==> src/rtl/sort_8_batch_unloader_if.sv <==
// Batch-in / word-out handshake bundle for the 8-lane sort unloader.
// slave = the unloader itself, master = the side driving batches and consuming words.
interface sort_8_batch_unloader_if #(
    parameter int DATA_WIDTH = 32
);
    logic                  in_valid;
    logic                  in_ready;
    logic [DATA_WIDTH-1:0] in_data_0;
    logic [DATA_WIDTH-1:0] in_data_1;
    logic [DATA_WIDTH-1:0] in_data_2;
    logic [DATA_WIDTH-1:0] in_data_3;
    logic [DATA_WIDTH-1:0] in_data_4;
    logic [DATA_WIDTH-1:0] in_data_5;
    logic [DATA_WIDTH-1:0] in_data_6;
    logic [DATA_WIDTH-1:0] in_data_7;
    logic                  out_valid;
    logic                  out_ready;
    logic [DATA_WIDTH-1:0] out_data;
    logic [2:0]            out_index;
    logic                  out_last;
    logic                  order_err;
    logic                  err_clear;

    modport slave (
        input  in_valid, in_data_0, in_data_1, in_data_2, in_data_3,
               in_data_4, in_data_5, in_data_6, in_data_7,
               out_ready, err_clear,
        output in_ready, out_valid, out_data, out_index, out_last, order_err
    );

    modport master (
        output in_valid, in_data_0, in_data_1, in_data_2, in_data_3,
               in_data_4, in_data_5, in_data_6, in_data_7,
               out_ready, err_clear,
        input  in_ready, out_valid, out_data, out_index, out_last, order_err
    );
endinterface

==> src/rtl/sort_8_batch_unloader.sv <==
// Captures sorted 8-word batches into a 2-slot ping-pong buffer and
// streams them out one word per cycle, flagging any non-ascending batch.
module sort_8_batch_unloader #(
    parameter int DATA_WIDTH = 32,
    parameter int N          = 8
) (
    input  logic                    clk,
    input  logic                    rst,
    sort_8_batch_unloader_if.slave  bus
);
    typedef enum logic [1:0] {
        EMPTY = 2'd0,
        ONE   = 2'd1,
        FULL  = 2'd2
    } cnt_e;

    cnt_e                  cnt_q, cnt_d;
    logic                  wr_slot_q, wr_slot_d;
    logic                  rd_slot_q, rd_slot_d;
    logic [2:0]            rd_idx_q, rd_idx_d;
    logic                  order_err_q, order_err_d;
    logic [DATA_WIDTH-1:0] slot_q [2][N];
    logic [DATA_WIDTH-1:0] lane [N];

    logic in_ready;
    logic out_valid;
    logic capture;
    logic pop;
    logic retire;
    logic batch_bad;

    assign lane[0] = bus.in_data_0;
    assign lane[1] = bus.in_data_1;
    assign lane[2] = bus.in_data_2;
    assign lane[3] = bus.in_data_3;
    assign lane[4] = bus.in_data_4;
    assign lane[5] = bus.in_data_5;
    assign lane[6] = bus.in_data_6;
    assign lane[7] = bus.in_data_7;

    // Handshake qualifiers; in_ready looks only at the pre-edge fill level.
    always_comb begin
        in_ready  = !rst && (cnt_q != FULL);
        out_valid = !rst && (cnt_q != EMPTY);
        capture   = bus.in_valid && in_ready;
        pop       = out_valid && bus.out_ready;
        retire    = pop && (rd_idx_q == 3'd7);
    end

    // Unsigned neighbour check across the incoming batch; equal is fine.
    always_comb begin
        batch_bad = 1'b0;
        for (int i = 0; i < N - 1; i++) begin
            if (lane[i] > lane[i+1]) begin
                batch_bad = 1'b1;
            end
        end
    end

    // Next-state: pointers, fill level and sticky error.
    always_comb begin
        cnt_d       = cnt_q;
        wr_slot_d   = wr_slot_q;
        rd_slot_d   = rd_slot_q;
        rd_idx_d    = rd_idx_q;
        order_err_d = order_err_q;

        if (capture) begin
            wr_slot_d = ~wr_slot_q;
        end

        if (pop) begin
            rd_idx_d = rd_idx_q + 3'd1;
            if (retire) begin
                rd_slot_d = ~rd_slot_q;
            end
        end

        unique case ({capture, retire})
            2'b10:   cnt_d = (cnt_q == EMPTY) ? ONE : FULL;
            2'b01:   cnt_d = (cnt_q == FULL) ? ONE : EMPTY;
            default: cnt_d = cnt_q;
        endcase

        if (capture && batch_bad) begin
            order_err_d = 1'b1;
        end else if (bus.err_clear) begin
            order_err_d = 1'b0;
        end
    end

    // State register with synchronous reset.
    always_ff @(posedge clk) begin
        if (rst) begin
            cnt_q       <= EMPTY;
            wr_slot_q   <= 1'b0;
            rd_slot_q   <= 1'b0;
            rd_idx_q    <= 3'd0;
            order_err_q <= 1'b0;
        end else begin
            cnt_q       <= cnt_d;
            wr_slot_q   <= wr_slot_d;
            rd_slot_q   <= rd_slot_d;
            rd_idx_q    <= rd_idx_d;
            order_err_q <= order_err_d;
        end
    end

    // Slot storage; contents are don't-care until a batch lands.
    always_ff @(posedge clk) begin
        if (capture) begin
            for (int i = 0; i < N; i++) begin
                slot_q[wr_slot_q][i] <= lane[i];
            end
        end
    end

    assign bus.in_ready  = in_ready;
    assign bus.out_valid = out_valid;
    assign bus.out_data  = out_valid ? slot_q[rd_slot_q][rd_idx_q] : '0;
    assign bus.out_index = rd_idx_q;
    assign bus.out_last  = out_valid && (rd_idx_q == 3'd7);
    assign bus.order_err = order_err_q;
endmodule

==> src/flat_wrapper.sv <==
// flat-port wrapper written by rule: the top's interface ports become plain ports
module sort_8_batch_unloader_flat 
#(
    parameter int DATA_WIDTH = 32,
    parameter int N          = 8
)
  (clk, rst, bus_in_valid, bus_in_data_0, bus_in_data_1, bus_in_data_2, bus_in_data_3, bus_in_data_4, bus_in_data_5, bus_in_data_6, bus_in_data_7, bus_out_ready, bus_err_clear, bus_in_ready, bus_out_valid, bus_out_data, bus_out_index, bus_out_last, bus_order_err);
  sort_8_batch_unloader_if #(.DATA_WIDTH(DATA_WIDTH)) bus_i ();
  input  logic clk;
  input  logic rst;
  input wire logic [$bits(bus_i.in_valid)-1:0] bus_in_valid;
  input wire logic [$bits(bus_i.in_data_0)-1:0] bus_in_data_0;
  input wire logic [$bits(bus_i.in_data_1)-1:0] bus_in_data_1;
  input wire logic [$bits(bus_i.in_data_2)-1:0] bus_in_data_2;
  input wire logic [$bits(bus_i.in_data_3)-1:0] bus_in_data_3;
  input wire logic [$bits(bus_i.in_data_4)-1:0] bus_in_data_4;
  input wire logic [$bits(bus_i.in_data_5)-1:0] bus_in_data_5;
  input wire logic [$bits(bus_i.in_data_6)-1:0] bus_in_data_6;
  input wire logic [$bits(bus_i.in_data_7)-1:0] bus_in_data_7;
  input wire logic [$bits(bus_i.out_ready)-1:0] bus_out_ready;
  input wire logic [$bits(bus_i.err_clear)-1:0] bus_err_clear;
  output wire logic [$bits(bus_i.in_ready)-1:0] bus_in_ready;
  output wire logic [$bits(bus_i.out_valid)-1:0] bus_out_valid;
  output wire logic [$bits(bus_i.out_data)-1:0] bus_out_data;
  output wire logic [$bits(bus_i.out_index)-1:0] bus_out_index;
  output wire logic [$bits(bus_i.out_last)-1:0] bus_out_last;
  output wire logic [$bits(bus_i.order_err)-1:0] bus_order_err;
  assign bus_i.in_valid = bus_in_valid;
  assign bus_i.in_data_0 = bus_in_data_0;
  assign bus_i.in_data_1 = bus_in_data_1;
  assign bus_i.in_data_2 = bus_in_data_2;
  assign bus_i.in_data_3 = bus_in_data_3;
  assign bus_i.in_data_4 = bus_in_data_4;
  assign bus_i.in_data_5 = bus_in_data_5;
  assign bus_i.in_data_6 = bus_in_data_6;
  assign bus_i.in_data_7 = bus_in_data_7;
  assign bus_i.out_ready = bus_out_ready;
  assign bus_i.err_clear = bus_err_clear;
  assign bus_in_ready = bus_i.in_ready;
  assign bus_out_valid = bus_i.out_valid;
  assign bus_out_data = bus_i.out_data;
  assign bus_out_index = bus_i.out_index;
  assign bus_out_last = bus_i.out_last;
  assign bus_order_err = bus_i.order_err;
  sort_8_batch_unloader #(.DATA_WIDTH(DATA_WIDTH), .N(N)) u_core (.clk(clk), .rst(rst), .bus(bus_i));
endmodule
==> config.mk <==
export PLATFORM = sky130hd
export DESIGN_NAME = sort_8_batch_unloader_flat
export DESIGN_NICKNAME = d
export VERILOG_FILES = /design/src/rtl/sort_8_batch_unloader_if.sv /design/src/rtl/sort_8_batch_unloader.sv /design/src/flat_wrapper.sv
export SDC_FILE = /design/constraint.sdc
export NUM_CORES = 1
export LEC_CHECK = 0
export CAP_MARGIN = 10
export CORE_ASPECT_RATIO = 1.4
export CORE_MARGIN = 5
export CORE_UTILIZATION = 37
export CTS_CLUSTER_SIZE = 25
export DETAILED_ROUTE_END_ITERATION = 10
export GPL_TIMING_DRIVEN = 0
export PLACE_DENSITY = 0.67
export SYNTH_ARGS = -nofsm -noshare
export SYNTH_HDL_FRONTEND = slang
export SYNTH_SLANG_ARGS = --single-unit
==> constraint.sdc <==
create_clock -name clk -period 34.1 [get_ports clk]
set_input_delay 5.115 -clock clk [delete_from_list [all_inputs] [get_ports clk]]
set_output_delay 5.115 -clock clk [all_outputs]
set_load 0.005 [all_outputs]
==> flow_summary_export.csv <==
group,metric,value,unit
synthesis,synth_cell_types,51,
placed_design,placed_cell_area,0.0300,mm^2
timing,relSlewSlack,28.0,%
clock_network,cts.sinks,521,
placed_design,dp_slack,21.20,ns
critical_path,worst-path-buf-inv,4,
timing,rsz0062_at_grt,"no",
synthesis,yosysSeqAreaShare,61.3,%
placed_design,dp_hpwl,59.4,mm
synthesis,syn-cell-area,0.0254,mm^2
timing,finClkSkew,0.0260,ns
clock_network,cts.repair.resized,0,
global_routing,grt_overflow_total,0,
timing,report.final.slew_viol_count,0,
global_routing,grt_pass1_wl,108,mm
timing,setup_slack,21.27,ns
global_routing,first_global_vias,16900,
layout,drive_above_1_share,13.4,%
critical_path,arrival,7.71,ns
detailed_routing,num_vias,15500,
floorplan,rows,113,
synthesis,ys_ff_latch,521,
synthesis,async_flop_share,0,%
detailed_routing,wirelength,75.4,mm
placed_design,gp_congestion,0.855,
layout,utilization,46.4,%
floorplan,core,0.0680,mm^2
global_routing,grt_max_degree,33,
floorplan,io_pins,300,
clock_network,cts.reportedPaths.clkPinSlew,0.07,ns
layout,nFillCells,5986,
timing,min_period,12.83,ns
layout,area_growth,24.3,%
synthesis,yosys_warnings,0,
detailed_routing,highest_layer,"met5",
timing,final-setup-viol-count,0,
detailed_routing,first_pass_iters,5,
timing,hold_viol,0,
synthesis,syn-num-nets,2078,
placed_design,port_buffers,299,
run,max_cap_viol_count,0,
timing,worst_pin_slew,1.08,ns
critical_path,crit_path_max_fanout,10,
detailed_routing,dr_wl_met2,41.8,mm
timing,hold_slack,0.517,ns
floorplan,dieHeight,320,um
clock_network,clk-insertion-delay-late,0.59,ns
floorplan,start_util,37.3,%
pwr,peakVddDrop,44.1,uV
detailed_routing,ant_nets,0,
detailed_routing,met3_length,4.01,mm
clock_network,h-tree-depth,2,
timing,fin_crit_sh,37.6,%
synthesis,dominantRegCellSynth,"edfxtp_1",
worst_hold_path,hold_class,"flop to flop",
floorplan,dieArea,0.0740,mm^2
detailed_routing,wire_per_inst,25.7,um
timing,tns,0,ns
timing,clock.fmax,0.0779,GHz
layout,nets,2450,
critical_path,critPathCaptureType,"output pin",
floorplan,die_w,231,um
status,status,"completed",
critical_path,crit_slowest_cell,"clkbuf_1",
synthesis,avgSynthCellArea,16.0,um^2
clock_network,ctsHoldBuffers,0,
critical_path,crit_chain,"clkdlybuf4s50_1, nor2_1, clkbuf_1, clkbuf_1, and2_1, clkdlybuf4s50_1",
pwr,leakagePower,0.0116,uW
detailed_routing,drc,0,
pwr,p_per_area,45.6,mW/mm^2
critical_path,startpoint_type,"input pin",
critical_path,max_stage_delay,0.58,ns
clock_network,cts_made_buffers,51,
layout,stdcell_area,0.0316,mm^2
synthesis,yosys.area.top_type,"edfxtp_1",
critical_path,crit_type,"input pin to output pin",
detailed_routing,via_per_inst,5.29,
critical_path,r2r_slack,31.43,ns
synthesis,synth_cells,1590,
clock_network,tritoncts,"done",
synthesis,synth_edf_count,512,
critical_path,crit_family,"buffers and inverters",
detailed_routing,wl_met1,26.9,mm
clock_network,cts_buffer_depth,3,
synthesis,synth_top_cell_area_share,60.6,%
synthesis,synth_area_leaders,"edfxtp_1, mux4_2, ha_1",
clock_network,ctsRootBufferMaster,"clkbuf_16",
clock_network,post_cts_buffers,0,
global_routing,antenna_found_initial,13,
critical_path,worstPathRequired,28.98,ns
global_routing,track_usage,20.1,%
detailed_routing,drtIter0Drc,1252,
-- cell type report --
| cell class | instances | area [um^2] | area share [%] |
|---|---|---|---|
| plain buffers | 41 | 170 | 0.539 |
| inverters | 231 | 867 | 2.75 |
| diodes | 10 | 25.0 | 0.0793 |
| clock inverters | 32 | 225 | 0.714 |
| flip-flops and latches | 521 | 15600 | 49.3 |
| clock buffers | 60 | 1330 | 4.22 |
| well taps | 920 | 1150 | 3.65 |
| multi-input cells | 797 | 8810 | 27.9 |
| repair buffers | 319 | 3420 | 10.8 |
-- cell usage after synthesis, types with 6 or more instances --
library cell and instances:
a221oi_1 7, nor2b_1 7, o211ai_1 10, inv_1 231
nor2_1 32, clkbuf_1 25, o21ai_0 23, and2_1 34
ha_1 227, nand2_1 62, a21oi_1 88, nor4_1 6
mux4_2 160, nand4_1 37, dfxtp_1 9, edfxtp_1 512
buf_2 13, a21o_1 27, nand3_1 17
-- power breakdown --
part,switching [uW],internal (uW)
sequential,5.32,730
clock,243,294
combinational,88.4,77.6
-- cells in the final DEF (no fill, tap or decap), types with 3 or more instances in the layout --
master,n
nand2_1,62
clkdlybuf4s50_1,299
clkbuf_16,52
diode_2,10
nor3_1,5
mux4_2,160
nand3b_1,3
inv_1,231
nor2b_1,7
o21ai_0,23
a21oi_1,88
buf_1,3
dfxtp_1,9
nor4_1,6
o211ai_1,10
and4_1,5
and2_1,34
edfxtp_1,512
a211oi_1,5
nand3_1,17
clkinv_2,8
buf_12,13
a221o_1,3
clkinv_1,14
nand4_1,37
a2111oi_0,5
clkbuf_1,33
buf_2,14
o21ai_1,4
a221oi_1,7
buf_16,6
clkinvlp_4,4
ha_1,227
nor2_1,30
a21o_1,27
-- stage by stage --
step / std cells / total power [uW]
floorplan: 1590 / 833
global placement: 2809 / 919
detailed placement: 2829 / 916
CTS: 2921 / 1450
global route: 2928 / 1490
finish: 2931 / 1440
-- metal layers --
metal,global-route usage [%],up-vias
met5,0,-
met3,3.38,108
met2,38.3,495
li1,-,6941
met1,22.5,7942
met4,6.65,6
-- sequential cells by signal, indices dropped and copies added (netlist names), named ones only --
register and cells:
u_core.bus.order_err 1, u_core.slot_q 512, u_core.bus.out_index 3, u_core.rd_slot_q 1, u_core.cnt_q 2, u_core.wr_slot_q 1
-- final timing paths --
check,from,endpoint,depth (start not counted)
min,u_core.rd_slot_q$_SDFFE_PP0P_,flop,2
max reg2reg,u_core.cnt_q[0]$_SDFFE_PP0P_,u_core.slot_q[0][29]$_DFFE_PP_,7
min reg2reg,u_core.rd_slot_q$_SDFFE_PP0P_,flop,2
max,rst,bus_out_data[21],6
-- cell families after synthesis --
family / count (synthesis) / synth area share, %
DFF: 521 / 61.3
buffers and inverters: 272 / 4.09
adders and majority gates: 227 / 11.2
and+or+nand+nor: 218 / 4.53
AOI/OAI and AO/OA: 188 / 4.58
muxes: 160 / 14.2
xor gates and xnor gates: 4 / 0.138
-- tightest hold or removal path, stage by stage (launching register included) --
cell and delay (ns):
dfxtp_1 0.32, xnor2_1 0.08, nor2_1 0.08
Power figures use the tool's default switching activity.
==> edit 1, RTL diff (same settings) <==
`DATA_WIDTH` is set to 32 in 3 places; all go to 48.
--- a/src/rtl/sort_8_batch_unloader_if.sv
+++ b/src/rtl/sort_8_batch_unloader_if.sv
@@ -3,3 +3,3 @@
 interface sort_8_batch_unloader_if #(
-    parameter int DATA_WIDTH = 32
+    parameter int DATA_WIDTH = 48
 );
--- a/src/rtl/sort_8_batch_unloader.sv
+++ b/src/rtl/sort_8_batch_unloader.sv
@@ -3,3 +3,3 @@
 module sort_8_batch_unloader #(
-    parameter int DATA_WIDTH = 32,
+    parameter int DATA_WIDTH = 48,
     parameter int N          = 8
--- a/src/flat_wrapper.sv
+++ b/src/flat_wrapper.sv
@@ -3,3 +3,3 @@
 #(
-    parameter int DATA_WIDTH = 32,
+    parameter int DATA_WIDTH = 48,
     parameter int N          = 8
Interface: changed (9 resized); port bits go from 300 to 444. No check against the original RTL was run, so the function may have changed too.
==> edit 1 against the unedited design <==
- synthesized area increased by 49%
- design area increased by 49%
- utilization decreased by 0.22 points
- combinational power increased by 46%
- largest power group unchanged
- critical path type unchanged
- global-route usage increased by 0.39 points
- sequential power increased by 50%
- non-clock buffer count increased by 168
- sequential cell count increased by 256
- worst setup slack improved by 190 ps
- hold slack improved by 5.3 ps
- total power increased by 53%
- synthesized cell count increased by 49%
- wire length increased by 51%
==> edit 1: results (changes against the unedited design) <==
synthesis:
  yosys-top-cells-count: "edfxtp_1, inv_1, ha_1, mux4_2, a21oi_1"
  synth_top_area_share_pct: 60.84  # +0.27 points
  syn_inst: 2365  # +49%
  synth.area.mux_share_pct: 14.26  # +0.063 points
  yosys-top-cells-area: "edfxtp_1, mux4_2, ha_1"
  synthAdderAreaFrac_pct: 11.19  # about the same
  synth_cell_type_count: 55  # +7.8%
  synthXorXnorAreaFrac_pct: 0.09242  # -0.046 points
layout:
  fillers: 8903  # +49%
  instances_no_fill: 4341  # +48%
  drive_gt1_share_pct: 13.82  # +0.37 points
worst_setup_path:
  r2r_cells: 8  # +1
  slowest_stage: "clkdlybuf4s50_1"
clocking:
  clk_latency_ps: 660  # +70 ps
  numCtsBuffers: 78  # +53%
power_and_ir_drop:
  irDropWorstVdd_mv: 0.03477  # -21%
global_routing:
  first_global_vias: 23720  # +40%
  grt_pass1_wl_um: 160600  # +48%
  antenna_found_initial: 46  # +33
  grt_max_degree: 66  # +100%
detailed_routing:
  drt_iter0_drc: 1740  # +39%
  wl_met2_um: 57480  # +38%
  wl_per_cell_um: 26.24  # +2.1%
  met1_length_um: 43600  # +62%
sta:
  fin_skew_ps: 28.90  # +2.921 ps
  worst_slew_pin_slew_ps: 1055  # -24.43 ps
placed_design:
  dpl.cell_count: 4172  # +47%
  io_buffers: 443  # +48%
  gp_congestion: 0.8362  # -2.2%
status:
  status: "finished clean"
==> edit 1: per-stage QoR <==
step | worst slack, ps | hold slack [ps] | utilization, % | total power [mW] | cell area [um2]
CTS | 21400 | 525.2 | 46.11 | 2.226 | 47070
floorplan | 11370 | 481.2 | - | 1.246 | 37910
detailed placement | 21410 | 510.6 | 43.60 | 1.361 | 44520
global route | 21300 | 546.8 | 46.15 | 2.286 | 47110
global placement | 896.1 | 492.6 | 43.12 | 1.381 | 44020
finish | 21460 | 522.3 | 46.18 | 2.206 | 47140
==> edit 1: layout make-up <==
cell class / count / share of cell area [%]
clock buffers: 93 / 4.395
repair buffers: 468 / 10.43
flip-flops and latches: 777 / 49.30
clock inverters: 49 / 1.030
multi-input cells: 1186 / 27.84
well taps: 1339 / 3.554
plain buffers: 60 / 0.5760
inverters: 342 / 2.723
diodes: 27 / 0.1433
==> edit 1: power by group <==
| part | leakage [nW] | switching, mW | internal (mW) |
|---|---|---|---|
| sequential | 7.12 | 0.00752 | 1.09 |
| clock | 1.25 | 0.369 | 0.497 |
| combinational | 8.96 | 0.130 | 0.113 |
| total | 17.3 | 0.507 | 1.70 |
==> edit 1: worst max path at each step <==
stage | endpoint | slack, ps | cells after the start
after global placement | u_core.slot_q[0][374] | 900 | 5
after detailed placement | bus_out_data[20] | 21410 | 6
after global routing | bus_out_data[27] | 21300 | 6
final | bus_out_data[27] | 21460 | 6
after floorplan | u_core.slot_q[0][0] | 11370 | 4
after CTS | bus_out_data[24] | 21400 | 6
==> edit 1: routing by layer <==
layer / GRT usage [%] / up-vias
li1: - / 10396
met1: 24.57 / 11471
met2: 34.95 / 763
met3: 5.322 / 181
met4: 8.398 / 28
met5: 0 / -
==> edit 2, RTL diff (same flow settings) <==
Made on the original files. Reset style: asynchronous (`rst`), changed in one clocked block. Comments in the files are not updated.
--- a/src/rtl/sort_8_batch_unloader.sv
+++ b/src/rtl/sort_8_batch_unloader.sv
@@ -92,3 +92,3 @@
     // State register with synchronous reset.
-    always_ff @(posedge clk) begin
+    always_ff @(posedge clk or posedge rst) begin
         if (rst) begin
Function: not settled (the Yosys comparison gave no result); the edit may change what the design does.
==> edit 2 against the unedited design <==
- design area shrank 0.15%
- hold slack gained 44 ps
- non-clock buffer count shrank 5
- worst setup slack lost 270 ps
- global-route usage grew 0.10 points
- sequential cell count shrank 1
- first-iteration DRC count shrank 3.3%
- synthesized area is essentially flat
- largest cell class unchanged
- wire length grew 0.43%
- synthesized cell count shrank 0.63%
Power is not compared: it rests on default switching activity, and its combinational part moved more than twofold at a synthesized area within 25%.
==> edit 2: results (changes against the unedited design) <==
layout:
  fin_area_um2: 31510  # -0.15%
  fillers: 5906  # -1.3%
  drive_gt1_share_pct: 14.01  # +0.56 points
  num-nets-final: 2437  # -0.53%
  instances_no_fill: 2924  # -0.24%
detailed_routing:
  wl_met3_um: 4548  # +13%
  drt_iter0_drc: 1211  # -3.3%
  via_per_inst: 5.298  # +0.23%
  drt_pass1_iterations: 7  # +2
  met1_length_um: 27010  # +0.30%
  wl_met2_um: 40200  # -3.8%
  wl_per_cell_um: 25.88  # +0.67%
worst_setup_path:
  critPathArrivalTime_ps: 7980  # +270 ps
  reg2reg_to: "u_core.slot_q[0][10]"
  crit_end: "bus_out_data[20]"
global_routing:
  met1_usage_pct: 22.46  # -0.032 points
  grt_max_degree: 65  # +97%
  grt_pass1_wl_um: 108600  # +0.14%
  use_met3_pct: 4.206  # +0.83 points
  grtUsageTotal_pct: 20.15  # +0.10 points
  antenna_found_initial: 16  # +3
  first_global_vias: 16646  # -1.5%
  use_met2_pct: 36.72  # -1.6 points
synthesis:
  syn_nets: 2068  # -0.48%
  synthAdderAreaFrac_pct: 11.18  # about the same
  yosys-top-cells-count: "edfxtp_1, inv_1, ha_1, mux4_2, a21oi_1"
  syn_inst: 1580  # -0.63%
  synth_cell_type_count: 54  # +5.9%
  ys_seq_area_share_pct: 61.31  # about the same
  synth.area.mux_share_pct: 14.27  # +0.079 points
  synth_compound_area_share_pct: 4.271  # -0.31 points
  yosys-top-cells-area: "edfxtp_1, mux4_2, ha_1"
power_and_ir_drop:
  p_comb_share_pct: 33.1
  irDropWorstVdd_mv: 0.03596
  p_leak_nw: 11.62
placed_design:
  dpl.cell_count: 2814  # -0.53%
  io_buffers: 299  # unchanged
  place_area_um2: 29880  # -0.30%
  gp_congestion: 0.8732  # +2.1%
  dpl.hpwl_um: 59370  # about the same
  pre_cts_ws_ps: 20980  # -218.3 ps
min_path:
  holdPathStages: 1  # -1
  worstHoldStart: "u_core.wr_slot_q"
sta:
  hold_ws_ps: 561.1  # +44.11 ps
  worst_slew_pin_slew_ps: 1145  # +65.03 ps
  period_minus_slack_ps: 13100  # +266.2 ps
  fin_skew_ps: 19.25  # -6.725 ps
status:
  status: "finished clean"
clocking:
  postCtsSetupRepairBufs: 0  # unchanged
  clock-sinks: 520  # -0.19%
==> edit 2: cell types whose count changed in the layout (fill, tap and decap cells not counted), sizes merged, moves of 4 or more <==
| cell | unedited run | this run |
|---|---|---|
| a21o | 27 | 10 |
| nand3 | 17 | 30 |
| nor3 | 5 | 1 |
| buf | 36 | 32 |
| dfrtp | 0 | 8 |
| nor2 | 32 | 22 |
| dfxtp | 9 | 0 |
| nand2 | 62 | 52 |
| nand4 | 38 | 49 |
| nor4 | 6 | 15 |
==> edit 2: cell type report <==
cell class / instances / share of cell area, %
Antenna cell: 12 / 0.09531
Buffer: 39 / 0.5123
Clock buffer: 61 / 4.170
Clock inverter: 35 / 0.8340
Inverter: 231 / 2.752
Multi-Input combinational cell: 790 / 27.97
Sequential cell: 520 / 49.43
Tap cell: 920 / 3.654
Timing Repair Buffer: 316 / 10.58
==> edit 2: worst max-delay path: stages <==
cell and delay [ps]:
clkdlybuf4s50_1 500, nor2_1 850, clkbuf_1 620, and2_1 330, clkdlybuf4s50_1 550
